**config.mk**
```make
export PLATFORM = sky130hd
export DESIGN_NAME = serial_sub_ctrl
export DESIGN_NICKNAME = d
export VERILOG_FILES = /design/src/rtl/serial_arith_pkg.sv /design/src/rtl/sub_bit_cell.sv /design/src/rtl/serial_sub_ctrl.sv
export SDC_FILE = /design/constraint.sdc
export NUM_CORES = 1
export LEC_CHECK = 0
export ABC_AREA = 1
export BUFFER_PORTS_ARGS = -buffer_cell sky130_fd_sc_hd__buf_2
export CAP_MARGIN = 25
export CORE_ASPECT_RATIO = 1.2
export CORE_MARGIN = 10
export CORE_UTILIZATION = 49
export CTS_CLUSTER_DIAMETER = 150
export CTS_CLUSTER_SIZE = 8
export DETAILED_ROUTE_END_ITERATION = 10
export GPL_TIMING_DRIVEN = 1
export PLACE_DENSITY = 0.74
export SYNTH_ARGS = -nofsm -noshare
export SYNTH_HDL_FRONTEND = slang
export SYNTH_SLANG_ARGS = --single-unit
```
**constraint.sdc**
```tcl
create_clock -name clk -period 1.2 [get_ports clk]
set_input_delay 0.06 -clock clk [delete_from_list [all_inputs] [get_ports clk]]
set_output_delay 0.06 -clock clk [all_outputs]
set_load 0.01 [all_outputs]
```
**src/rtl/serial_arith_pkg.sv**
```systemverilog
// Shared types and helpers for the bit-serial arithmetic controllers.
package serial_arith_pkg;

    localparam int unsigned STATE_W = 2;

    typedef logic [STATE_W-1:0] state_bits_t;

    typedef enum state_bits_t {
        ST_IDLE = 2'd0,
        ST_RUN  = 2'd1,
        ST_DONE = 2'd2
    } state_t;

    // Bit counter width; never below one bit so WIDTH=1 still has a counter.
    function automatic int unsigned cnt_width(input int unsigned width);
        return (width <= 1) ? 1 : $clog2(width);
    endfunction

endpackage

```
**src/rtl/sub_bit_cell.sv**
```systemverilog
// One-bit full subtractor: two half-subtractor stages, borrows ORed.
module sub_bit_cell (
    input  logic x,
    input  logic y,
    input  logic bin,
    output logic d,
    output logic bo
);

    logic hs1_d;
    logic hs1_b;
    logic hs2_b;

    always_comb begin
        hs1_d = x ^ y;
        hs1_b = ~x & y;
        d     = hs1_d ^ bin;
        hs2_b = ~hs1_d & bin;
        bo    = hs1_b | hs2_b;
    end

endmodule

```
**src/rtl/serial_sub_ctrl.sv**
```systemverilog
// Bit-serial A-B controller, LSB first, valid/ready on both sides.
// Optional SERIAL_SUB_SAT_EN: clamp diff to 0 when the final borrow is set.
module serial_sub_ctrl
    import serial_arith_pkg::*;
#(
    parameter int unsigned WIDTH = 8
) (
    input  logic             clk,
    input  logic             rst,
    input  logic             in_valid,
    output logic             in_ready,
    input  logic [WIDTH-1:0] a,
    input  logic [WIDTH-1:0] b,
    output logic             out_valid,
    input  logic             out_ready,
    output logic [WIDTH-1:0] diff,
    output logic             borrow
);

    localparam int unsigned CNT_W = cnt_width(WIDTH);

    state_t             state_q,     state_d;
    logic [WIDTH-1:0]   a_sr_q,      a_sr_d;
    logic [WIDTH-1:0]   b_sr_q,      b_sr_d;
    logic [WIDTH-1:0]   diff_sr_q,   diff_sr_d;
    logic [WIDTH-1:0]   diff_q,      diff_d;
    logic               bor_q,       bor_d;
    logic               borrow_q,    borrow_d;
    logic [CNT_W-1:0]   cnt_q,       cnt_d;
    logic               in_ready_q,  in_ready_d;
    logic               out_valid_q, out_valid_d;

    logic cell_d;
    logic cell_bo;

    sub_bit_cell u_cell (
        .x   (a_sr_q[0]),
        .y   (b_sr_q[0]),
        .bin (bor_q),
        .d   (cell_d),
        .bo  (cell_bo)
    );

    // Next-state and datapath update
    always_comb begin
        state_d   = state_q;
        a_sr_d    = a_sr_q;
        b_sr_d    = b_sr_q;
        diff_sr_d = diff_sr_q;
        diff_d    = diff_q;
        bor_d     = bor_q;
        borrow_d  = borrow_q;
        cnt_d     = cnt_q;

        case (state_q)
            ST_IDLE: begin
                if (in_valid && in_ready_q) begin
                    a_sr_d    = a;
                    b_sr_d    = b;
                    diff_sr_d = '0;
                    bor_d     = 1'b0;
                    cnt_d     = '0;
                    state_d   = ST_RUN;
                end
            end
            ST_RUN: begin
                a_sr_d                = a_sr_q >> 1;
                b_sr_d                = b_sr_q >> 1;
                diff_sr_d             = diff_sr_q >> 1;
                diff_sr_d[WIDTH-1]    = cell_d;
                bor_d                 = cell_bo;
                cnt_d                 = cnt_q + CNT_W'(1);
                if (cnt_q == CNT_W'(WIDTH - 1)) begin
                    state_d  = ST_DONE;
                    borrow_d = cell_bo;
`ifdef SERIAL_SUB_SAT_EN
                    diff_d   = cell_bo ? '0 : diff_sr_d;
`else
                    diff_d   = diff_sr_d;
`endif
                end
            end
            ST_DONE: begin
                if (out_ready) begin
                    state_d = ST_IDLE;
                end
            end
            default: begin
                state_d = ST_IDLE;
            end
        endcase

        // Handshake flags track the registered state one-for-one
        in_ready_d  = (state_d == ST_IDLE);
        out_valid_d = (state_d == ST_DONE);
    end

    always_ff @(posedge clk) begin
        if (rst) begin
            state_q     <= ST_IDLE;
            a_sr_q      <= '0;
            b_sr_q      <= '0;
            diff_sr_q   <= '0;
            diff_q      <= '0;
            bor_q       <= 1'b0;
            borrow_q    <= 1'b0;
            cnt_q       <= '0;
            in_ready_q  <= 1'b1;
            out_valid_q <= 1'b0;
        end else begin
            state_q     <= state_d;
            a_sr_q      <= a_sr_d;
            b_sr_q      <= b_sr_d;
            diff_sr_q   <= diff_sr_d;
            diff_q      <= diff_d;
            bor_q       <= bor_d;
            borrow_q    <= borrow_d;
            cnt_q       <= cnt_d;
            in_ready_q  <= in_ready_d;
            out_valid_q <= out_valid_d;
        end
    end

    assign in_ready  = in_ready_q;
    assign out_valid = out_valid_q;
    assign diff      = diff_q;
    assign borrow    = borrow_q;

endmodule

```
Word level (Yosys, flattened, before mapping)
Cells that the tools add are included.

Flip-flop bits (word level): 41. Word-level logic and storage cells: 43.

Add/subtract/negate cells: 1. Eq/ne operators: 5. Muxes and demuxes: 14. Bitwise gates (word level): 7. Reductions and logical operators: 6.

Operators by type and width (count): $pmux W8 S2 (3); $mux W8 (3); $mux W2 (3); $pmux W2 S3 (1); $pmux W3 S2 (1); $eq A2 B2 Y1 const B (2); $logic_not A2 Y1 (2); $reduce_and A2 Y1 (2); $add A3 B1 Y3 const B (1); $eq A3 B3 Y1 const B (1); $mux W3 (1); $and A1 B1 Y1 (2); $eq A2 B1 Y1 const B (1); $ne A2 B2 Y1 const B (1); $not A1 Y1 (2); $pmux W1 S2 (1); $reduce_bool A2 Y1 (1); $xor A1 B1 Y1 (2); $logic_and A1 B1 Y1 (1); $mux W1 (1); $or A1 B1 Y1 (1).

Logic depth before layout (Yosys ltp)
Depth in word-level cells: 5. Depth in mapped cells: 7. Gate-level depth less buffers: 6.

Cells and area by module
Synthesis repeated with hierarchy kept, for this count alone.

Cells, all modules: 261. Area, all modules: 1841.8 sq um.

By module, submodules not included: serial_sub_ctrl (instances 1, cells an instance 257, area an instance 1810.5 sq um); sub_bit_cell (instances 1, cells an instance 4, area an instance 31.3 sq um).

Least setup slack after synthesis
Ideal clock, no wire load.

Path kind: register to register. Start: reg cnt_q[0]. End: reg diff_q[7], in the netlist diff[7]. Setup time: 0.116 ns. Arrival: 1.139 ns. Data required time: 1.084 ns. Path slack: -0.055 ns. Cell stages (with the launch flop): 7. Clock period less this slack: 1.255 ns. Cells stage by stage: dfxtp_1 ha_1 ha_1 nand3_1 clkinv_1 nor2_1 nor2_1.

Word-level cells in the longest chain between the ends: 2.

Ends and longest elaborated chain: start: declaration (RTL line serial_sub_ctrl.sv:29) `logic [CNT_W-1:0] cnt_q, cnt_d;`; start signal: assignment (RTL line serial_sub_ctrl.sv:118) `cnt_q <= cnt_d;`; $eq A3 B3 Y1 (RTL line serial_sub_ctrl.sv:73) `if (cnt_q == CNT_W'(WIDTH - 1)) begin`; $reduce_and A2 Y1 (no line); end signal: assignment (RTL line serial_sub_ctrl.sv:115) `diff_q <= diff_d;`; end: declaration (RTL line serial_sub_ctrl.sv:26) `logic [WIDTH-1:0] diff_q, diff_d;`.

Every way passes these cells. A chain may end at the register's enable or synchronous reset.

Final worst setup path
Start: reg cnt_q[0]. End: reg diff_q[5], in the netlist diff[5].

Same word-level chain as after synthesis.

==> flow_metrics.tcl <==
set metrics [dict create \
    status "finished clean" \
    core_mm2 0.003573 \
    grt_pass1_wl_mm 7.210 \
    instances_no_fill 336 \
    period_needed_ns 1.183 \
    cp_common_cell "ha_4" \
    cp_slowest_stage_delay_ns 0.36 \
    cp_max_fo 8 \
    wl_per_cell_um 12.21 \
    clk_pin_slew_worst_paths_ns 0.08 \
    critical_path_class "flip-flop to flip-flop" \
    cts_max_level 2 \
    synth.distinct_cells 18 \
    grt_max_degree 30 \
    finalCritPeriodShare 0.9855 \
    drv_cap 0 \
    placed_cell_area_mm2 0.002024 \
    syn_nets 282 \
    drtPass1Iterations 4 \
    cts_max_path_buffers 2 \
    io_buffers 30 \
    drt_iter0_drc 113 \
    power_density_mw_per_mm2 1376 \
    ios 31 \
    dieHeight_um 86.33 \
    antennaDiodeCount 0 \
    vdd_drop_max_mv 0.7084 \
    p_leak_nw 1.030 \
    clk_latency_ns 0.30 \
    clock.fmax_mhz 845.6 \
    p_int_w 0.002230 \
    wl_mm 4.102 \
    combPwrFrac 0.157 \
    synthCells 259 \
    yosysSeqAreaShare 0.4457 \
    ys_warn_count 0 \
    path_cells "ha_4 -> ha_4 -> nand3_4 -> buf_6 -> nand2_1 -> a21oi_2" \
    max_slew_margin 0.8441 \
    tightest_slew_ns 0.2338 \
    fillers 334 \
    layout.nets 319 \
    vias_per_cell 5.051 \
    drc 0 \
    die_area_mm2 0.006498 \
    syn_avg_cell_area_um2 6.937 \
    cp_top_family "flip-flops" \
    num_vias 1697 \
    p_seq_frac 0.477 \
    gp_congestion 0.7748 \
    syn_area_mm2 0.001797 \
    grt_antenna_before_repair 0 \
    antenna_left 0 \
    stdcell_area_mm2 0.002223 \
    overflow 0 \
    slew_violations 0 \
    cp_data_arrival_time_ns 1.37 \
    placementRows 24 \
    cts_buffers 5 \
    clkSinkCount 40 \
    area_delta_synth_final_pct 23.75 \
    crit_buf_inv 1 \
    grtUsageTotal 0.1386 \
    dieWidth_um 75.28 \
    dp_hpwl_mm 2.766 \
    cts_tree "yes" \
    first_global_vias 1667 \
    finalHoldViolCount 0 \
    tns_ns 0 \
    p_sw_w 0.0008282 \
    finalCoreUtilization 0.6222 \
    p_clk_frac 0.366 \
    cts_root_buf "clkbuf_8" \
    cp_slowest_cell "dfxtp_2" \
    initial_core_util 0.5028 \
    placedCellCount 326 \
    cp.required_ns 1.38 \
    p_total_w 0.003058 \
    drive_gt1_frac 0.2458 \
    finClkSkew_ns 0.008707 \
    ys_ff_latch 40 \
    finalSetupViolCount 0 \
    rsz0062_at_grt "true" \
    worstSetupEndpointType "flip-flop" \
    hold_path_class "input port to flip-flop" \
    critPathLaunchType "flip-flop" \
    p_sw_frac 0.2708 \
]
## path summary, 6_finish.rpt
check,startpoint,endpoint,slack [ns],cells past startpoint
setup / recovery,cnt_q[0],diff[5],0.02,6
hold / removal,b[7],b_sr_q[7],0.04,3
setup reg to reg,cnt_q[0],diff[5],0.02,6
hold reg to reg,diff[1],diff[1],0.47,2
## flip-flops by register name, summed over array words and instances (netlist names), 2 cells and up
signal     count
diff           8
state_q        2
cnt_q          3
b_sr_q         8
a_sr_q         8
diff_sr_q      7
## per-layer routing
| metal | routed length [um] | GRT usage | vias to the layer above | share of wire |
|---|---|---|---|---|
| met5 | 0 | 0 | - | 0 |
| met2 | 1957 | 0.2266 | 35 | 0.48 |
| met3 | 270 | 0.04805 | 7 | 0.066 |
| met4 | 76 | 0.06091 | 0 | 0.019 |
| met1 | 1798 | 0.1580 | 763 | 0.44 |
| li1 | - | - | 892 | - |
## cell usage in the layout (no fill, tap or decap), types with 2 or more instances in the layout
| master | synthesis | layout |
|---|---|---|
| a21oi_2 | 0 | 3 |
| nand2_2 | 1 | 2 |
| buf_2 | 7 | 30 |
| inv_1 | 18 | 17 |
| nor2_1 | 34 | 34 |
| nand3_1 | 44 | 43 |
| nand3_4 | 1 | 2 |
| dfxtp_2 | 0 | 6 |
| inv_4 | 0 | 2 |
| a21oi_1 | 23 | 20 |
| nand2_1 | 71 | 70 |
| ha_4 | 0 | 2 |
| dfxtp_1 | 40 | 34 |
| buf_4 | 4 | 12 |
| clkbuf_8 | 0 | 5 |
| clkinv_4 | 0 | 3 |
| o21ai_0 | 4 | 3 |
## timing repair
action,CTS,global route
pin swaps,3,0
hold endpoints to repair,0,0
setup buffers,1,0
setup endpoints to repair,11,32
gates cloned,0,1
hold buffers,0,0
resized for setup,9,13
## cell type report
type	instances	area, um2	share of cell area
multi-input combinational	182	880.8	0.3962
inverter	22	92.59	0.04164
tap	39	48.80	0.02195
timing repair buffer	44	271.5	0.1221
sequential	40	808.3	0.3635
clock buffer	5	68.82	0.03095
clock inverter	3	47.55	0.02138
timing repair inverter	1	5.005	0.002251
## worst register-to-register path: stages, from the launching register on
cell,delay (ns)
dfxtp_2,0.36
ha_4,0.14
ha_4,0.14
nand3_4,0.14
buf_6,0.17
nand2_1,0.07
a21oi_2,0.05
## cell usage after synthesis
cell type	instances	share of area
nor2_1	34	0.071
ha_1	2	0.014
nand2_2	1	0.0035
clkbuf_1	3	0.0063
buf_4	4	0.017
inv_1	18	0.038
buf_6	1	0.0063
a21oi_1	23	0.064
nand3_4	1	0.0098
nand3_1	44	0.12
nand3b_1	1	0.0042
clkinv_1	2	0.0042
o21ai_0	4	0.011
fa_1	1	0.011
buf_2	7	0.019
nand2_1	71	0.15
dfxtp_1	40	0.45
inv_2	2	0.0042
## power by group through the flow
stage,clock [W],sequential [W],combinational [W]
after floorplan,0,0.00147,0.000349
after global placement,0,0.00148,0.000458
after detailed placement,0,0.00148,0.000460
after CTS,0.00115,0.00145,0.000470
after global routing,0.00120,0.00147,0.000560
final,0.00112,0.00146,0.000481
## cells by family (layout without fill, tap and decap cells)
family | after synthesis | in the layout | synth area share
adder cells (fa/ha/maj) | 3 | 3 | 0.02507
buffers and inverters | 37 | 75 | 0.09471
AO/OA/AOI/OAI | 27 | 27 | 0.07521
flip-flops | 40 | 40 | 0.4457
AND/OR/NAND/NOR | 152 | 152 | 0.3593
## metrics by stage
stage,hold slack (ns),worst slack [ns]
6_report,0.03928,0.01745
5_1_grt,0.03802,-0.04356
4_1_cts,0.03176,-0.008579
3_5_place_dp,0.3553,-0.1157
3_3_place_gp,0.3507,-0.06200
2_1_floorplan,0.1291,0.01878
No activity file was read; power rests on OpenSTA's default activity.
